## src/rtl/lcd_init_sequencer.sv

```systemverilog
// lcd_init_sequencer: drives a 4-bit HD44780-style LCD.
// After reset it runs the power-on nibble sequence and the display configuration bytes.
// It then accepts command/data byte writes through a ready/write handshake.
// All pacing comes from one shared cycle counter; the busy flag is never read.
// Optional macro LCD_LONG_CMD_WAIT_EN: application Clear Display / Return Home
// commands (RS=0, data[7:2]=0) get the long T_CLEAR post-byte wait.
module lcd_init_sequencer #(
    parameter int unsigned T_POWERON = 750000,
    parameter int unsigned T_INIT1   = 205000,
    parameter int unsigned T_INIT2   = 5000,
    parameter int unsigned T_SHORT   = 2000,
    parameter int unsigned T_CLEAR   = 82000,
    parameter int unsigned T_EN      = 12,
    parameter int unsigned T_NIB     = 50
) (
    input  logic       Clock,
    input  logic       Reset,
    input  logic       iWrite,
    input  logic       iRS,
    input  logic [7:0] iData,
    output logic       oReady,
    output logic       oLCD_E,
    output logic       oLCD_RS,
    output logic       oLCD_RW,
    output logic [3:0] oLCD_Data
);

    typedef enum logic [3:0] {
        PWR_WAIT,
        INIT_SETUP,
        INIT_PULSE,
        INIT_WAIT,
        IDLE,
        HI_SETUP,
        HI_PULSE,
        HI_GAP,
        LO_SETUP,
        LO_PULSE,
        WAIT
    } state_t;

    localparam logic [7:0] CFG_FIRST = 8'h28;

    state_t      state, state_nxt;
    logic [19:0] cnt, cnt_nxt;
    logic [19:0] dur;
    logic        done;
    logic [1:0]  step, step_nxt;
    logic [1:0]  cfg_idx, cfg_idx_nxt;
    logic        in_cfg, in_cfg_nxt;
    logic [7:0]  cur_byte, byte_nxt;
    logic        cur_long, long_nxt;
    logic        ready_q, ready_nxt;
    logic        e_q, e_nxt;
    logic        rs_q, rs_nxt;
    logic [3:0]  data_q, data_nxt;
    logic [7:0]  cfg_next_byte;
    logic        app_long;

    // Nibble sent at each power-on step (DB7..DB4).
    function automatic logic [3:0] init_nibble(input logic [1:0] s);
        return (s == 2'd3) ? 4'h2 : 4'h3;
    endfunction

    // Wait that follows each power-on nibble.
    function automatic logic [19:0] init_wait(input logic [1:0] s);
        case (s)
            2'd0:    return 20'(T_INIT1);
            2'd1:    return 20'(T_INIT2);
            default: return 20'(T_SHORT);
        endcase
    endfunction

    // Configuration bytes: function set, entry mode, display on, clear.
    function automatic logic [7:0] cfg_byte(input logic [1:0] i);
        case (i)
            2'd0:    return 8'h28;
            2'd1:    return 8'h06;
            2'd2:    return 8'h0C;
            default: return 8'h01;
        endcase
    endfunction

    assign cfg_next_byte = cfg_byte(cfg_idx + 2'd1);

`ifdef LCD_LONG_CMD_WAIT_EN
    assign app_long = !iRS && (iData[7:2] == 6'd0);
`else
    assign app_long = 1'b0;
`endif

    // Next-state, counter and registered-output logic for the whole sequencer.
    always_comb begin
        state_nxt   = state;
        step_nxt    = step;
        cfg_idx_nxt = cfg_idx;
        in_cfg_nxt  = in_cfg;
        byte_nxt    = cur_byte;
        long_nxt    = cur_long;
        rs_nxt      = rs_q;
        data_nxt    = data_q;
        dur         = 20'd1;

        case (state)
            PWR_WAIT:   dur = 20'(T_POWERON);
            INIT_SETUP: dur = 20'd1;
            INIT_PULSE: dur = 20'(T_EN);
            INIT_WAIT:  dur = init_wait(step);
            HI_SETUP:   dur = 20'd1;
            HI_PULSE:   dur = 20'(T_EN);
            HI_GAP:     dur = 20'(T_NIB);
            LO_SETUP:   dur = 20'd1;
            LO_PULSE:   dur = 20'(T_EN);
            WAIT:       dur = cur_long ? 20'(T_CLEAR) : 20'(T_SHORT);
            default:    dur = 20'd1;
        endcase
        done = (cnt == dur - 20'd1);

        case (state)
            PWR_WAIT: begin
                if (done) begin
                    state_nxt = INIT_SETUP;
                    step_nxt  = 2'd0;
                    rs_nxt    = 1'b0;
                    data_nxt  = init_nibble(2'd0);
                end
            end
            INIT_SETUP: begin
                if (done) state_nxt = INIT_PULSE;
            end
            INIT_PULSE: begin
                if (done) state_nxt = INIT_WAIT;
            end
            INIT_WAIT: begin
                if (done) begin
                    if (step != 2'd3) begin
                        step_nxt  = step + 2'd1;
                        data_nxt  = init_nibble(step + 2'd1);
                        state_nxt = INIT_SETUP;
                    end else begin
                        in_cfg_nxt  = 1'b1;
                        cfg_idx_nxt = 2'd0;
                        byte_nxt    = CFG_FIRST;
                        long_nxt    = 1'b0;
                        rs_nxt      = 1'b0;
                        data_nxt    = CFG_FIRST[7:4];
                        state_nxt   = HI_SETUP;
                    end
                end
            end
            IDLE: begin
                if (iWrite) begin
                    byte_nxt  = iData;
                    rs_nxt    = iRS;
                    long_nxt  = app_long;
                    data_nxt  = iData[7:4];
                    state_nxt = HI_SETUP;
                end
            end
            HI_SETUP: begin
                if (done) state_nxt = HI_PULSE;
            end
            HI_PULSE: begin
                if (done) state_nxt = HI_GAP;
            end
            HI_GAP: begin
                if (done) begin
                    data_nxt  = cur_byte[3:0];
                    state_nxt = LO_SETUP;
                end
            end
            LO_SETUP: begin
                if (done) state_nxt = LO_PULSE;
            end
            LO_PULSE: begin
                if (done) state_nxt = WAIT;
            end
            WAIT: begin
                if (done) begin
                    if (in_cfg && (cfg_idx != 2'd3)) begin
                        cfg_idx_nxt = cfg_idx + 2'd1;
                        byte_nxt    = cfg_next_byte;
                        long_nxt    = (cfg_idx == 2'd2);
                        data_nxt    = cfg_next_byte[7:4];
                        state_nxt   = HI_SETUP;
                    end else begin
                        in_cfg_nxt = 1'b0;
                        state_nxt  = IDLE;
                    end
                end
            end
            default: state_nxt = PWR_WAIT;
        endcase

        cnt_nxt   = (done || (state == IDLE)) ? 20'd0 : cnt + 20'd1;
        e_nxt     = (state_nxt == INIT_PULSE) || (state_nxt == HI_PULSE) ||
                    (state_nxt == LO_PULSE);
        ready_nxt = (state_nxt == IDLE);
    end

    // State, counter and output registers; reset drops E at once and restarts power-on.
    always_ff @(posedge Clock or posedge Reset) begin
        if (Reset) begin
            state    <= PWR_WAIT;
            cnt      <= 20'd0;
            step     <= 2'd0;
            cfg_idx  <= 2'd0;
            in_cfg   <= 1'b0;
            cur_byte <= 8'd0;
            cur_long <= 1'b0;
            ready_q  <= 1'b0;
            e_q      <= 1'b0;
            rs_q     <= 1'b0;
            data_q   <= 4'd0;
        end else begin
            state    <= state_nxt;
            cnt      <= cnt_nxt;
            step     <= step_nxt;
            cfg_idx  <= cfg_idx_nxt;
            in_cfg   <= in_cfg_nxt;
            cur_byte <= byte_nxt;
            cur_long <= long_nxt;
            ready_q  <= ready_nxt;
            e_q      <= e_nxt;
            rs_q     <= rs_nxt;
            data_q   <= data_nxt;
        end
    end

    assign oReady    = ready_q;
    assign oLCD_E    = e_q;
    assign oLCD_RS   = rs_q;
    assign oLCD_RW   = 1'b0;
    assign oLCD_Data = data_q;

endmodule

```

## config.mk

```make
export PLATFORM = sky130hd
export DESIGN_NAME = lcd_init_sequencer
export DESIGN_NICKNAME = d
export VERILOG_FILES = /design/src/rtl/lcd_init_sequencer.sv
export SDC_FILE = /design/constraint.sdc
export NUM_CORES = 1
export LEC_CHECK = 0
export ABC_AREA = 1
export BUFFER_PORTS_ARGS = -buffer_cell sky130_fd_sc_hd__clkbuf_2
export CORE_MARGIN = 4
export CORE_UTILIZATION = 28
export DETAILED_ROUTE_END_ITERATION = 8
export PLACE_DENSITY_LB_ADDON = 0.08
export SLEW_MARGIN = 20
export SYNTH_ARGS = -nofsm -noshare
export SYNTH_HDL_FRONTEND = slang
export SYNTH_SLANG_ARGS = --single-unit
```

## constraint.sdc

```tcl
create_clock -name Clock -period 5 [get_ports Clock]
set_input_delay 0.5 -clock Clock [delete_from_list [all_inputs] [get_ports Clock]]
set_output_delay 0.5 -clock Clock [all_outputs]
set_load 0.02 [all_outputs]
```

==> results of run 1 <==
[placed cells by master (no fill, tap or decap), drive strengths merged, types with 10 or more instances in the layout]
master,n
a21oi,17
clkbuf,23
dfrtp,41
ha,10
inv,53
nand2,115
nand3,21
nand4,14
nor2,56
nor3,12
o21ai,18
xor2,10
[worst max path at each step]
stage | to | slack [ns] | cells past startpoint
global route | cnt[18] | 1.33 | 10
floorplan | cur_byte[0] | 2.76 | 14
CTS | cnt[16] | 1.66 | 10
finish | cnt[16] | 1.71 | 10
global placement | cnt[18] | 1.79 | 10
detailed placement | cnt[18] | 1.69 | 10
[cell type report]
cell class / instances / area [um^2]
clock inverters: 3 / 17.52
clock buffers: 5 / 68.82
inverters: 54 / 202.7
repair buffers: 19 / 97.59
multi-input cells: 295 / 1493
flip-flops and latches: 41 / 1026
fillers: 1059 / 6613
well taps: 133 / 166.4
[cells by family (layout without fill, tap and decap cells)]
kind of cell | Yosys count | in the layout | share of synthesized area [%]
compound gates | 47 | 47 | 9.617
xor+xnor | 13 | 13 | 4.108
fa+ha+maj | 10 | 10 | 4.515
buf+inv | 62 | 81 | 9.119
flops | 41 | 41 | 37.02
other cells | 1 | 1 | 0.1353
simple gates | 224 | 224 | 35.49
[routing by layer]
| metal | routed length, um | up-vias |
|---|---|---|
| li1 | - | 1308 |
| met1 | 3619 | 1146 |
| met2 | 3125 | 38 |
| met3 | 217 | 8 |
| met4 | 87 | 0 |
| met5 | 0 | - |
[flip-flops by register name, indices dropped and copies added (netlist names), 2 cells and up]
register and count:
cfg_idx 2, cnt 20, cur_byte 4, oLCD_Data 4
state 4, step 2
[power groups by stage]
stage	Clock (uW)	Sequential (uW)	Combinational, uW
floorplan	0	338	6.14
finish	221	331	12.4
global placement	0	338	13.1
global route	248	331	14.7
CTS	233	331	13.3
detailed placement	0	338	13.3
[critical path, cell delays in order, from the launching register on]
cell and delay, ns:
dfrtp_1 0.42, inv_1 0.14, nand2_1 0.09, nor2_1 0.58
nand2_1 0.20, nand2_1 0.17, xor2_1 0.10, nor3_2 0.29
nand4_2 0.32, nand2_1 0.69, nor3_1 0.14
[stage by stage]
stage               hold slack (ns)  std cells  util [%]  power [uW]
finish                       0.2911        550     31.72       564.8
CTS                          0.3224        550     31.72       577.7
global route                 0.3600        550     31.72       594.1
detailed placement           0.4596        542     30.83       351.2
global placement             0.4623        542     30.83       351.0
floorplan                    0.4420        398         -       344.0
==> metrics, run 1 <==
Die W=approximately 110 um; post-synthesis net count=420; clock network fraction of design power=39.2%; Worst-Margin Slew=0.8421 ns; Mean Syn Cell Area=6.963 um^2; Synth area leader=dfrtp_1; port bufs=18; final net count=438; Clock Skew=approximately 0.016 ns; count leader, synth=nand2_1; met2 Use GR=between 20 and 25%; Worst R2R Path Depth=10; r2r startpoint=state[2]; Syn Inst Count=between 300 and 400; share of Yosys cell area claimed by the top area cell type=37.02%; Place WS=between 1.5 and 2 ns; final hold viol count=0; # diodes=0; CTS buffer count=5; clock latency on the worst-skew pair=around 0.3 ns; status=finished, final reports clean; Slew Viols, Final=0; DR iter-0 viols=121; Post-Syn Area=2771 um^2; H-tree levels=2; clk sink count=41; Total Neg Setup Slack=0 ns; Die Footprint=about 12000 um^2; ys async rst share=100.0%; CP max FO=20; RePlAce Congestion=0.8428; Setup Buffers After CTS=0; area grow syn2layout=10.84%; DR DRC count=0; vias in the first global route=2523; WP data required=5.15 ns; fmax=0.3038 GHz; top post-synthesis cells by count=nand2_1 (108), inv_1 (54), nor2_1 (53); flop2flop setup slack=1.71 ns; CP startpoint=state[2]; largest net degree at the start of global routing=42; HP Class=input port to async pin; Post-synth top flop=dfrtp_1; Post-DP Area=~3000 um^2; RSZ-0062 raised after global routing=no; EDFF count, synth=0; maxcap violations=0; wire length per cell=12.82 um; CTS resizes=0; gr ovfl total=0; CTS tree=yes; Synth Warn #=0; VDD IR max=0.08616 mV; layout cell share with drive strength beyond 1=9.832%; core footprint=roughly 9700 um^2; crit start category=register; synth top area cells=dfrtp_1 (37%), nand2_1 (15%), inv_1 (7.3%), nor2_1 (7.2%), ha_1 (4.5%); Die Ht=~110 um; CP Capture Type=register; post-synth cell types=35; clock edge transition at the registers on the reported setup and hold paths=0.09 ns; Total Wirelength=7050 um; Hold Buf Count CTS=0; HPWL after detailed placement=roughly 5400 um; Final min period=between 3 and 4 ns; Reg2Reg Capture Point=cnt[16]; gr usage total=a little over an eighth; via count=2500; antenna viol nets, final=0; GRT busiest layer=met2; Yosys reg bits=41; CP Data Arrival Time=3.44 ns; Initial Utilization=~29%; IO Count=20; Seq pwr share=58.7%; initial antenna violation count=0; M3 GR Usage=2.400%; Power Dens Cells=183.9 nW/um^2; type of the worst setup path=register to register; row cnt=36; max_slew headroom=43.65%; DR pass1 iterations=4; Net Sw Power=roughly 130 uW; final period utilization=65.83%; Leak Pwr=0.001552 uW; global-route wire length before repair=12340 um; Switching Fraction=23.61%; final setup fails=0; combinational power share=2.2%; Seq/Total Area, Yosys=a little under two fifths; Clock Tree Buf Depth=2; final worst slack=1.709 ns; fin area=slightly above 3000 um^2; Pint=431.5 uW; routed vias/inst=around 4.5; GR Util met1=18.10%; clk root buf=clkbuf_8
(Power assumes the default switching activity.)
==> run 2, diff against run 1 <==
clock period = 2.8 ns   (was 5 ns; I/O delays follow)
==> run 2 against run 1 <==
The run now ends with negative hold slack left. First-iteration DRC count decreased by 35%. Power is 78% higher. Flip-flop and latch count unchanged. Critical path depth rose by 6. Clock power grew 77%. Sequential share of layout area down 1.3 points. Fmax is 27% higher.
==> metrics, run 2 (synthesis gave the netlist of run 1 again) <==
Clock Skew=0.002859 ns (was 0.01567 ns); clk root buf=clkbuf_8 (unchanged); placed insts=554 (was 542); WP data required=2.98 ns (was 5.15 ns); gr ovfl total=0 (unchanged); Power Dens Cells=313.2 nW/um^2 (was 183.9 nW/um^2); max FFs per register=20 (unchanged); H-tree levels=2 (unchanged); VDD IR max=0.1623 mV (was 0.08616 mV); DR pass1 iterations=4 (unchanged); crit start category=register (unchanged); vias in the first global route=2474 (was 2523); final worst slack=0.2180 ns (was 1.709 ns); final period utilization=92.21% (was 65.83%); clk sink count=41 (unchanged); CP max FO=11 (was 20); Die W=107.5 um (unchanged); CP Capture Type=register (unchanged); largest net degree at the start of global routing=25 (was 42); Clock Tree Buf Depth=2 (unchanged); row cnt=36 (unchanged); Die Footprint=11550 um^2 (unchanged); Place WS=0.09846 ns (was 1.689 ns); Leak Pwr=0.001609 uW (was 0.001552 uW); core footprint=9684 um^2 (unchanged); routed vias/inst=4.501 (was 4.545); DR DRC count=0 (unchanged); port bufs=18 (unchanged); final net count=451 (was 438); most frequent cells in the layout=nand2_1 (106), inv_1 (52), nor2_1 (48) (was nand2_1 (108), inv_1 (53), nor2_1 (53)); wire length per cell=13.10 um (was 12.82 um); Final min period=2.582 ns (was 3.291 ns); Total Wirelength=7377 um (was 7050 um); Hold WS=-0.01628 ns (was 0.2911 ns); Worst R2R Path Depth=16 (was 10); fmax=0.3873 GHz (was 0.3038 GHz); fin cells=563 (was 550); antenna viol nets, final=0 (unchanged); final hold viol count=17 (was 0); clock edge transition at the registers on the reported setup and hold paths=0.08 ns (was 0.09 ns); initial antenna violation count=0 (unchanged); Slew Viols, Final=0 (unchanged); max_slew headroom=52.75% (was 43.65%); Die Ht=107.5 um (unchanged); CP Data Arrival Time=2.76 ns (was 3.44 ns); most common cell after layout, fill and taps aside=nand2_1 (unchanged); failing checks=negative hold slack; # diodes=0 (unchanged); HP Class=input port to async pin (unchanged); gr usage total=13.72% (was 13.26%); post-layout power=1006 uW (was 564.8 uW); CTS tree=yes (unchanged); Initial Utilization=28.62% (unchanged); HPWL after detailed placement=5751 um (was 5401 um); type of the worst setup path=register to register (unchanged); largest reg by FF count=cnt (unchanged); RePlAce Congestion=0.8524 (was 0.8428); Total Neg Setup Slack=0 ns (unchanged); DR iter-0 viols=79 (was 121); clock latency on the worst-skew pair=0.29 ns (was 0.30 ns); global-route wire length before repair=12570 um (was 12340 um); status=complete, but fails checks (was finished, final reports clean); via count=2534 (was 2500); area grow syn2layout=15.89% (was 10.84%); CTS buffer count=5 (unchanged); IO Count=20 (unchanged); final setup fails=0 (unchanged); layout cell share with drive strength beyond 1=14.88% (was 9.832%); maxcap violations=0 (unchanged); Worst-Margin Slew=0.7044 ns (was 0.8421 ns)
[run 2: cell count changes in the layout (fill, tap and decap cells not counted), moves of 2 or more]
cell      before  now
nand2_1      108  106
nor2_2         2    7
nor2_1        53   48
clkbuf_1       0    3
dfrtp_1       41   38
clkinv_2       2    0
buf_4          1   13
dfrtp_2        0    3
[run 2: through the flow]
stage,util [%],area [um^2]
floorplan,-,2771
global placement,31.89,3088
detailed placement,31.89,3088
CTS,32.71,3168
global route,33.17,3212
finish,33.17,3212
[run 2: timing repair]
action	in CTS	in global routing
endpoints found under the setup margin	0	38
hold buffers	0	0
buffers inserted	0	1
gates resized for setup	0	15
[run 2: final timing paths]
check	startpoint	endpoint	slack (ns)
worst max-delay path	state[3]	cur_byte[0]	0.22
worst min-delay path	Reset	oReady	-0.02
worst max register to register	state[3]	cur_byte[0]	0.22
worst min register to register	in_cfg	in_cfg	0.48
max in group asynchronous	Reset	state[3]	2.07
min in group Clock	iRS	oLCD_RS	0.23
[run 2: cell type report]
cell class	instances	area, um^2
Clock buffer	8	80.08
Fill cell	1077	6472
Inverter	54	202.7
Multi-Input combinational cell	295	1525
Sequential cell	41	1030
Tap cell	133	166.4
Timing Repair Buffer	32	207.7
[run 2: critical path, cell delays in order (launching register included)]
cell and delay [ns]:
dfrtp_2 0.46, inv_1 0.10, nand2_1 0.09, nor2_1 0.10, buf_4 0.20, nand2_1 0.10
nand3_1 0.09, nand2_1 0.06, nor2_1 0.08, nand3_1 0.13, nor2_2 0.14, nand4_2 0.13
buf_4 0.18, nand2_2 0.11, nand2_1 0.18, a21oi_1 0.23, a21oi_1 0.09
[run 2: layer usage]
metal  track usage (%)  up-vias  share of wire, %
met5                 0        -                 0
li1                  -     1328                 -
met3             2.220        5               3.5
met4             2.976        0              0.98
met2             21.98       40                46
met1             19.45     1161                50
[run 2: where the power goes]
| part | internal (uW) | switching [uW] | total [uW] |
|---|---|---|---|
| logic | 6.41 | 16.6 | 23.0 |
| registers | 591 | 0 | 591 |
| clock network | 178 | 214 | 392 |
==> run 3, diff against run 2 <==
PLACE_DENSITY = 0.52   (was unset)
PLACE_DENSITY_LB_ADDON = unset   (was 0.08)
==> run 3 against run 2 <==
The run now ends clean. Largest power group unchanged. Clock power down 8.9%. Core utilization is 0.45 points higher. Clock skew rose by 0.0051 ns. Global-route usage decreased by 1.6 points. Routed wire length is 8.8% lower. Flip-flop and latch count did not move. Worst setup slack improved by 0.043 ns. Sequential power is essentially flat. Clock-buffer cell count down 3. Via count rose by 0.91%.
==> metrics, run 3 (synthesis gave the netlist of run 1 again) <==
Worst R2R Path Depth=18 (was 16); Leak Pwr=0.001651 uW (was 0.001609 uW); gr usage total=12.14% (was 13.72%); final hold viol count=0 (was 17); combinational power share=2.4% (was 2.3%); # diodes=0 (unchanged); IO Count=20 (unchanged); Net Sw Power=208.6 uW (was 230.5 uW); port bufs=18 (unchanged); area grow syn2layout=17.47% (was 15.89%); DR iter-0 viols=118 (was 79); Place WS=0.07264 ns (was 0.09846 ns); Total Wirelength=6729 um (was 7377 um); Switching Fraction=21.47% (was 22.91%); HP Class=input port to register (was input port to async pin); most common cell after layout, fill and taps aside=nand2_1 (unchanged); CTS buffer count=5 (unchanged); Post-DP Area=3110 um^2 (was 3088 um^2); max FFs per register=20 (unchanged); VDD IR max=0.1234 mV (was 0.1623 mV); status=finished, final reports clean (was complete, but fails checks); CP max FO=6 (was 11); Die Ht=107.5 um (unchanged); Worst-Margin Slew=0.6735 ns (was 0.7044 ns); DR DRC count=0 (unchanged); maxcap violations=0 (unchanged); wire length per cell=11.89 um (was 13.10 um); RSZ-0062 raised after global routing=yes; Die Footprint=11550 um^2 (unchanged); final worst slack=0.2613 ns (was 0.2180 ns); fin area=3256 um^2 (was 3212 um^2); gr ovfl total=0 (unchanged); vias in the first global route=2462 (was 2474); final period utilization=90.67% (was 92.21%); fmax=0.3939 GHz (was 0.3873 GHz); via count=2557 (was 2534); routed vias/inst=4.518 (was 4.501); crit start category=register (unchanged); Clock Tree Buf Depth=2 (unchanged); end-of-flow core utilization=33.62% (was 33.17%); Die W=107.5 um (unchanged); Initial Utilization=28.62% (unchanged); DR pass1 iterations=4 (unchanged); max_slew headroom=54.82% (was 52.75%); post-layout power=971.7 uW (was 1006 uW); Slew Viols, Final=0 (unchanged); antenna viol nets, final=0 (unchanged); CP startpoint=state[0] (was state[3]); WP data required=3.03 ns (was 2.98 ns); final setup fails=0 (unchanged); Power Dens Cells=298.5 nW/um^2 (was 313.2 nW/um^2); r2r startpoint=state[0] (was state[3]); CP Data Arrival Time=2.76 ns (about the same); clk root buf=clkbuf_8 (unchanged); clock latency on the worst-skew pair=0.29 ns (about the same); largest net degree at the start of global routing=24 (was 25); Final min period=2.539 ns (was 2.582 ns); fill count=1063 (was 1077); clock network fraction of design power=36.8% (was 38.9%); flop2flop setup slack=0.26 ns (was 0.22 ns); Hold WS=0.2140 ns (was -0.01628 ns); crit path to=oReady (was cur_byte[0]); Pint=763.1 uW (was 775.6 uW); type of the worst setup path=register to register (unchanged); layout cell share with drive strength beyond 1=14.55% (was 14.88%); Seq pwr share=60.9% (was 58.8%); final net count=456 (was 451); row cnt=36 (unchanged); global-route wire length before repair=11450 um (was 12570 um); H-tree levels=2 (unchanged); Clock Skew=0.007960 ns (was 0.002859 ns); initial antenna violation count=0 (unchanged); largest reg by FF count=cnt (unchanged); Reg2Reg Capture Point=oReady (was cur_byte[0]); CTS tree=yes (unchanged); HPWL after detailed placement=5278 um (was 5751 um); CP Capture Type=register (unchanged); core footprint=9684 um^2 (unchanged); most frequent cells in the layout=nand2_1 (106), inv_1 (52), nor2_1 (50) (was nand2_1 (106), inv_1 (52), nor2_1 (48)); RePlAce Congestion=0.8464 (was 0.8524); clock edge transition at the registers on the reported setup and hold paths=0.08 ns (about the same); clk sink count=41 (unchanged)
[run 3: changes by cell type in the layout (fill, tap and decap cells not counted), moves of 2 or more]
cell | before | now
clkbuf_1 | 3 | 0
dfrtp_2 | 3 | 0
nor2_2 | 7 | 4
nor3_2 | 2 | 0
nor2_1 | 48 | 50
dfrtp_1 | 38 | 41
buf_4 | 13 | 16
[run 3: timing repair]
action | CTS | global route
buffers inserted | 0 | 1
gates resized for setup | 0 | 11
endpoints found under the hold margin | 11 | 0
hold buffers | 1 | 0
endpoints found under the setup margin | 0 | 16
[run 3: layout make-up]
| type | count | area, um^2 | share of cell area (%) |
|---|---|---|---|
| multi-input cells | 296 | 1546 | 47.50 |
| flip-flops and latches | 41 | 1026 | 31.51 |
| repair buffers | 36 | 240.2 | 7.379 |
| inverters | 54 | 202.7 | 6.226 |
| well taps | 133 | 166.4 | 5.111 |
| clock buffers | 5 | 68.82 | 2.114 |
| clock inverters | 1 | 5.005 | 0.1537 |
[run 3: per-layer routing]
layer	track usage, %	part of all wire [%]	up-vias
li1	-	-	1344
met1	16.00	49	1146
met2	20.47	46	54
met3	1.740	3.5	13
met4	3.787	1.6	0
met5	0	0	-
[run 3: worst min-delay path by stage]
stage               startpoint          end  slack, ns  cells past startpoint
floorplan             iData[0]  cur_byte[0]       0.42                      2
global placement         Reset      cnt[16]       0.32                      2
detailed placement       Reset      cnt[15]       0.32                      2
CTS                   iData[0]  cur_byte[0]       0.20                      3
global route          iData[0]  cur_byte[0]       0.22                      3
finish                iData[0]  cur_byte[0]       0.21                      3
[run 3: through the flow]
step / TNS, ns / std cells
final: 0 / 566
after global routing: -0.05970 / 566
after CTS: 0 / 564
after detailed placement: 0 / 557
after global placement: 0 / 557
after floorplan: 0 / 398
[run 3: critical path: stages, from the launching register on]
cell,delay (ns)
dfrtp_1,0.45
nand2_1,0.15
inv_1,0.08
nand2_1,0.17
nand2_1,0.07
inv_1,0.15
nand3_1,0.09
nand2_1,0.06
nand2_1,0.04
inv_1,0.04
nand3_1,0.10
nor2_2,0.21
nand4_4,0.19
nand2_1,0.15
nand2_1,0.08
nand2_1,0.09
nand2_1,0.08
nor2_1,0.13
and2_1,0.14
[run 3: power groups by stage]
| stage | registers, uW | logic (uW) | clock network, uW |
|---|---|---|---|
| finish | 592 | 23.0 | 357 |
| floorplan | 603 | 11.0 | 0 |
| CTS | 592 | 24.5 | 377 |
| global placement | 603 | 23.3 | 0 |
| global route | 592 | 27.0 | 397 |
| detailed placement | 603 | 23.3 | 0 |
